<file path="src/rtl/lif_neuron.sv">
// Leaky integrate-and-fire neuron: shift-leak integration, threshold fire,
// one-step fire state followed by a programmable refractory period.
module lif_neuron #(
  parameter int unsigned WIDTH  = 8,
  parameter int unsigned REFRAC = 4,
  parameter int unsigned CNT_W  = 8
) (
  input  logic             clk,
  input  logic             rst,
  input  logic             en,
  input  logic             in_valid,
  input  logic [WIDTH-1:0] in_current,
  input  logic [WIDTH-1:0] threshold,
  input  logic [2:0]       leak_shift,
  output logic [WIDTH-1:0] membrane,
  output logic             spike,
  output logic             refractory,
  output logic [CNT_W-1:0] spike_count
);

  localparam int unsigned RCNT_W = (REFRAC < 1) ? 1 : $clog2(REFRAC + 1);
  localparam int unsigned SUM_W  = WIDTH + 1;

  typedef enum logic [1:0] {
    S_INT  = 2'd0,
    S_FIRE = 2'd1,
    S_REF  = 2'd2
  } state_t;

  state_t              state, state_d;
  logic [RCNT_W-1:0]   rcnt, rcnt_d;
  logic [WIDTH-1:0]    membrane_d;
  logic                spike_d;
  logic [CNT_W-1:0]    count_d;

  logic [WIDTH-1:0]    leak_c;
  logic [SUM_W-1:0]    sum_c;
  logic [WIDTH-1:0]    v_sat_c;
  logic                fire_c;

  // Integration datapath; V - leak cannot underflow since leak <= V
  always_comb begin
    leak_c  = (leak_shift == 3'd0) ? '0 : (membrane >> leak_shift);
    sum_c   = {1'b0, membrane} - {1'b0, leak_c}
            + (in_valid ? {1'b0, in_current} : SUM_W'(0));
    v_sat_c = sum_c[WIDTH] ? '1 : sum_c[WIDTH-1:0];
    fire_c  = (threshold != '0) && (v_sat_c >= threshold);
  end

  // State register
  always_ff @(posedge clk or posedge rst) begin
    if (rst) begin
      state <= S_INT;
    end else if (en) begin
      state <= state_d;
    end
  end

  // Next-state logic
  always_comb begin
    state_d = state;
    case (state)
      S_INT:   if (fire_c) state_d = S_FIRE;
      S_FIRE:  state_d = (REFRAC > 0) ? S_REF : S_INT;
      S_REF:   if (rcnt == RCNT_W'(1)) state_d = S_INT;
      default: state_d = S_INT;
    endcase
  end

  // Output / datapath next values
  always_comb begin
    membrane_d = membrane;
    spike_d    = 1'b0;
    count_d    = spike_count;
    rcnt_d     = rcnt;
    case (state)
      S_INT: begin
        if (fire_c) begin
          membrane_d = '0;
          spike_d    = 1'b1;
          count_d    = spike_count + CNT_W'(1);
        end else begin
          membrane_d = v_sat_c;
        end
      end
      S_FIRE: begin
        membrane_d = '0;
        if (REFRAC > 0) rcnt_d = RCNT_W'(REFRAC);
      end
      S_REF: begin
        membrane_d = '0;
        rcnt_d     = rcnt - RCNT_W'(1);
      end
      default: membrane_d = '0;
    endcase
  end

  // Output registers; spike is a pulse and drops even on a disabled edge
  always_ff @(posedge clk or posedge rst) begin
    if (rst) begin
      membrane    <= '0;
      spike       <= 1'b0;
      refractory  <= 1'b0;
      spike_count <= '0;
      rcnt        <= '0;
    end else if (en) begin
      membrane    <= membrane_d;
      spike       <= spike_d;
      refractory  <= (state_d != S_INT);
      spike_count <= count_d;
      rcnt        <= rcnt_d;
    end else begin
      spike       <= 1'b0;
    end
  end

endmodule

</file>
<file path="config.mk">
export PLATFORM = sky130hd
export DESIGN_NAME = lif_neuron
export DESIGN_NICKNAME = d
export VERILOG_FILES = /design/src/rtl/lif_neuron.sv
export SDC_FILE = /design/constraint.sdc
export NUM_CORES = 1
export LEC_CHECK = 0
export ABC_AREA = 1
export CELL_PAD_IN_SITES_DETAIL_PLACEMENT = 1
export CELL_PAD_IN_SITES_GLOBAL_PLACEMENT = 2
export CORE_UTILIZATION = 30
export DETAILED_ROUTE_END_ITERATION = 8
export GPL_ROUTABILITY_DRIVEN = 0
export GPL_TIMING_DRIVEN = 0
export PLACE_DENSITY = 0.92
export SLEW_MARGIN = 40
export SYNTH_ARGS = -nofsm -noshare
export SYNTH_HDL_FRONTEND = slang
export SYNTH_SLANG_ARGS = --single-unit
</file>
<file path="constraint.sdc">
create_clock -name clk -period 4.1 [get_ports clk]
set_input_delay 0.82 -clock clk [delete_from_list [all_inputs] [get_ports clk]]
set_output_delay 0.82 -clock clk [all_outputs]
set_load 0.05 [all_outputs]
</file>
After elaboration in Yosys (flattened, before gate mapping)
Cells that the tools add are included.

cells by class
  $add $sub $neg = 4
  divide/modulo/power cells = 0
  eq/ne operators = 3
  bitwise operators = 0
  magnitude comparators = 1
  reductions and logical operators = 8
  muxes and demuxes = 12
  shift operators = 1
  multiply operators = 0

operators by type and width
  cell                 number
  $mux 8               5
  $add 9x8->9          1
  $sub 8x8->9          1
  $add 8x1->8 const B  1
  $ge 8x8->1           1
  $reduce_bool 8->1    1
  $shr 8x3->8          1
  $pmux 2 s3           1
  $pmux 3 s2           1
  $mux 2               2
  $reduce_bool 2->1    2
  $eq 3x1->1 const B   1
  $logic_not 3->1      1
  $mux 1               3
  $reduce_and 3->1     1
  $sub 3x1->3 const B  1
  $eq 2x1->1 const B   1
  $eq 2x2->1 const B   1
  $logic_not 2->1      1
  $reduce_and 2->1     1
  $logic_and 1x1->1    1

storage, ports and cells
  bits in read-only memories = 0
  bits in registers = 23
  latch bits = 0
  memories = 0
  RAM bits = 0
  input port bits = 23
  logic and storage cells = 35
  output and inout port bits = 18

Longest topological paths before layout
Gate-level depths: netlist of the first run.

  word-level depth = 10
  mapped depth = 33
  gate-level depth less buffers = 33

Least setup slack after synthesis of the first run
Ideal clock, no wire load.

  path type = input to register
  start = input port leak_shift[1]
  end = register spike_count[2]
  library setup time = 0.122 ns
  path slack = -0.149 ns
  stages = 24
  data required time = 3.978 ns
  path buffers = 1
  arrival = 4.126 ns
  cells stage by stage = clkbuf_1 inv_1 o21ai_0 o22ai_1 fa_1 fa_1 inv_1 nand3_1 nand2_1 nand2_2 nand2_1 nand2_2 nand2_8 nand3b_4 ha_1 nand2_2 nor2_4 nand4_2 nand3_2 nand2_4 nor2_8 inv_4 nand2_2 o21ai_2

on the way
  cells in the longest elaborated chain, start to end = 8
  elaborated cells between the ends (all ways) = 9
  those cells by class = 2 x add/sub; 1 x order compare; 1 x shift; 2 x mux; 3 x reduce/logical

ends and longest elaborated chain
  what                                            RTL line  text
  from (decl)                                     14        input logic [2:0] leak_shift,
  $shr 8x3->8 or $logic_not 3->1 (tied branches)  43        leak_c = (leak_shift == 3'd0) ? '0 : (membrane >> leak_shift);
  $mux 8 *                                        43
  $sub 8x8->9 *                                   44        sum_c = {1'b0, membrane} - {1'b0, leak_c}
  $add 9x8->9 *                                   45        + (in_valid ? {1'b0, in_current} : SUM_W'(0));
  $mux 8 *                                        46        v_sat_c = sum_c[WIDTH] ? '1 : sum_c[WIDTH-1:0];
  $ge 8x8->1 *                                    47        fire_c = (threshold != '0) && (v_sat_c >= threshold);
  $logic_and 1x1->1 *                             47
  $reduce_and 3->1 (no source line) *             --
  to (signal assigned)                            110       spike_count <= count_d;
  to (decl)                                       18        output logic [CNT_W-1:0] spike_count

Every way passes the cells marked *; elsewhere a longest branch is shown, timed or not.
A chain may end at the register's enable or synchronous reset.

Final worst setup path of the first run
  start = input port leak_shift[0]
  end = register spike_count[5]

The elaborated chain is that of the path after synthesis.

==> results of run 1 <==
-- per-layer routing --
metal  up-vias  global-route usage  part of all wire  routed length (um)
li1       1073                   -                 -                   -
met1      1051               0.197              0.43                2820
met2        23               0.331              0.55                3650
met3         5              0.0110             0.013                  86
met4         0              0.0216            0.0046                  30
met5         -                   0                 0                   0
-- state kept, by name (all words and copies together) (netlist names) --
register,cells
membrane,8
rcnt,3
refractory,1
spike,1
spike_count,8
state,2
-- cell usage after synthesis, drive strengths merged (4+ instances only) --
| library cell | n | area, um2 |
|---|---|---|
| ha | 24 | 300 |
| nand4 | 6 | 43.8 |
| nor2 | 13 | 72.6 |
| a21oi | 12 | 75.1 |
| dfrtp | 23 | 576 |
| nand3 | 10 | 55.1 |
| xor2 | 4 | 42.6 |
| nand2 | 92 | 399 |
| o21ai | 27 | 143 |
| inv | 60 | 228 |
| xnor2 | 8 | 70.1 |
| fa | 8 | 160 |
-- timing repair --
action	in CTS	in global routing
buffers inserted	9	4
cloned	1	0
endpoints found under the setup margin	20	20
resized for setup	54	33
pin swaps	22	20
-- cells by family after synthesis --
family,Yosys count,synth area share
AO/OA/AOI/OAI,48,0.122
XOR/XNOR,12,0.0489
adder cells (fa/ha/maj),32,0.200
buffers and inverters,64,0.106
flip-flops,23,0.250
other,1,0.00163
AND/OR/NAND/NOR,126,0.272
-- power by group --
part	internal, mW	switching (mW)
clock	0.0694	0.0738
combinational	0.781	1.14
sequential	0.304	0.0852
-- critical path, cell delays in order --
cell	delay [ps]
buf_12	120
buf_8	130
o21ai_2	140
nand2_1	80
nand2_1	90
o22ai_2	80
fa_1	510
inv_1	40
ha_2	370
nand3_1	100
nand3_2	100
nand3_1	80
nand2_1	110
xor2_2	200
nand2_4	80
ha_4	280
nand2_2	60
nor2_4	150
nand4_4	100
nand3_4	130
nand2_4	80
nor2_8	180
inv_4	80
nand2_1	80
nand2_1	60
-- how the worst max path moves through the flow --
stage,start,end,slack [ps],depth (start not counted)
2_1_floorplan,leak_shift[1],spike_count[2]$_DFFE_PP0P_,20,28
3_3_place_gp,leak_shift[0],membrane[6]$_DFFE_PP0P_,-950,22
3_5_place_dp,leak_shift[0],spike_count[5]$_DFFE_PP0P_,-1030,25
4_1_cts,leak_shift[1],spike_count[0]$_DFFE_PP0P_,20,27
5_1_grt,leak_shift[0],spike_count[0]$_DFFE_PP0P_,-220,24
6_report,leak_shift[0],spike_count[5]$_DFFE_PP0P_,-6,25
-- per-stage QoR --
stage / hold slack [ps] / instance area (um2) / util / setup TNS (ps) / std cells
finish: 488 / 3360 / 0.458 / -9.28 / 461
global route: 559 / 3360 / 0.458 / -3040 / 461
CTS: 495 / 3200 / 0.437 / 0 / 457
detailed placement: 474 / 2900 / 0.395 / -19270 / 443
global placement: 474 / 2900 / 0.395 / -18040 / 443
floorplan: 453 / 2390 / - / 0 / 306
-- layout make-up --
type | count | area (um2) | area share
multi-input combinational | 219 | 1830 | 0.546
tap | 99 | 124 | 0.0369
sequential | 23 | 576 | 0.172
buffer | 4 | 30.0 | 0.00895
inverter | 60 | 235 | 0.0701
timing repair buffer | 52 | 514 | 0.153
clock buffer | 4 | 45.0 | 0.0134
==> flow_summary.ini, run 1 <==
[floorplan]
dieWidth_um = 89.6
ios = 41
initial_core_util = 0.314
core_region_area_um2 = 7330
die_h_um = 89.6
die-area_um2 = 8030
rows = 31

[worst_hold_path]
min-delay-start = rcnt[1]$_DFFE_PP0P_
min_path_type = reg -> reg
min_delay_worst_endpoint = rcnt[1]$_DFFE_PP0P_
holdPathStages = 2

[sta]
rsz0062_at_grt = true
skew_ps = 3.86
maxSlewViolCount = 0
post-route-period-util = 1.00
timing.final.ws_setup_ps = -6.34
slew_headroom = 0.650
hold_viol_final = 0
max_freq_mhz = 244
tightestPinTransition_ps = 525
period_needed_ps = 4110
setup_violations = 2

[synthesis]
synth_fp_nets = 361
ys_seq_area_frac = 0.250
avgSynthCellArea_um2 = 7.53
synthCells = 306
synth_edf_count = 0
yosysWarnings = 0
synth_flop_cell = dfrtp_1
synthArstFlopShare = 1.00
synth_area_um2 = 2300
synth_seq_cells = 23
synthDistinctLibCells = 38

[clock_tree]
cts_root_buf = clkbuf_8
clock_path_buffers = 2
cts_tree = built
insertion_delay_ps = 270
cts_htree_levels = 1
clk_pin_slew_ps = 80
numCtsBuffers = 3
numClockSinks = 23
ctsHoldBuffers = 0

[grt]
grt_antenna_before_repair = 0
grt_overflow = 0
grt_max_degree = 24
groute.usage.overall = 0.166
grt_pass1_vias = 2346
grt_pass1_wl_um = 10500

[setup_path]
worstPathMaxFanout = 7
criticalPathCategory = in -> reg
r2r_end = spike_count[5]$_DFFE_PP0P_
r2r_slack_ps = 190
cp.arrival_ps = 4270
worst_setup_path_start_kind = primary input
reg2regPathDepth = 25
timing.rr.start = membrane[3]$_DFFE_PP0P_
end_kind = flop
cp.required_ps = 4260

[drt]
post-route-drc-count = 0
wl_per_cell_um = 14.3
drtIter0Drc = 34
ant_nets = 0
routed_via_density = 4.67
first_pass_iters = 4
dr_total_vias = 2152
drt-total-wl_um = 6590

[cells_and_area]
area_delta_synth_final_pct = 45.7
final_cell_mix = 62 x nand2_1, 51 x inv_1, 36 x clkdlybuf4s50_1
num-fill-cells = 866
final_common_cell = nand2_1
nets = 418
drive_gt1_frac = 0.290
num_antenna_cells = 0

[placement]
hpwl_um = 4870
place_ws_ps = -1030
io_buffers = 38

[status]
violations = negative setup slack
status = finished with violations

[pwr]
p_total_mw = 2.45
p_leak_nw = 1.61
p_per_area_nw_per_um2 = 731
vdd_drop_max_mv = 0.416

[run]
maxCapViolations = 0
No activity file was read; power rests on OpenSTA's default activity.
==> inputs of run 2 (changes only) <==
Settings changed: CTS_CLUSTER_DIAMETER set to 200.
==> results of run 2 <==
No change in the layout: final DEF, timing and power equal those of run 1.
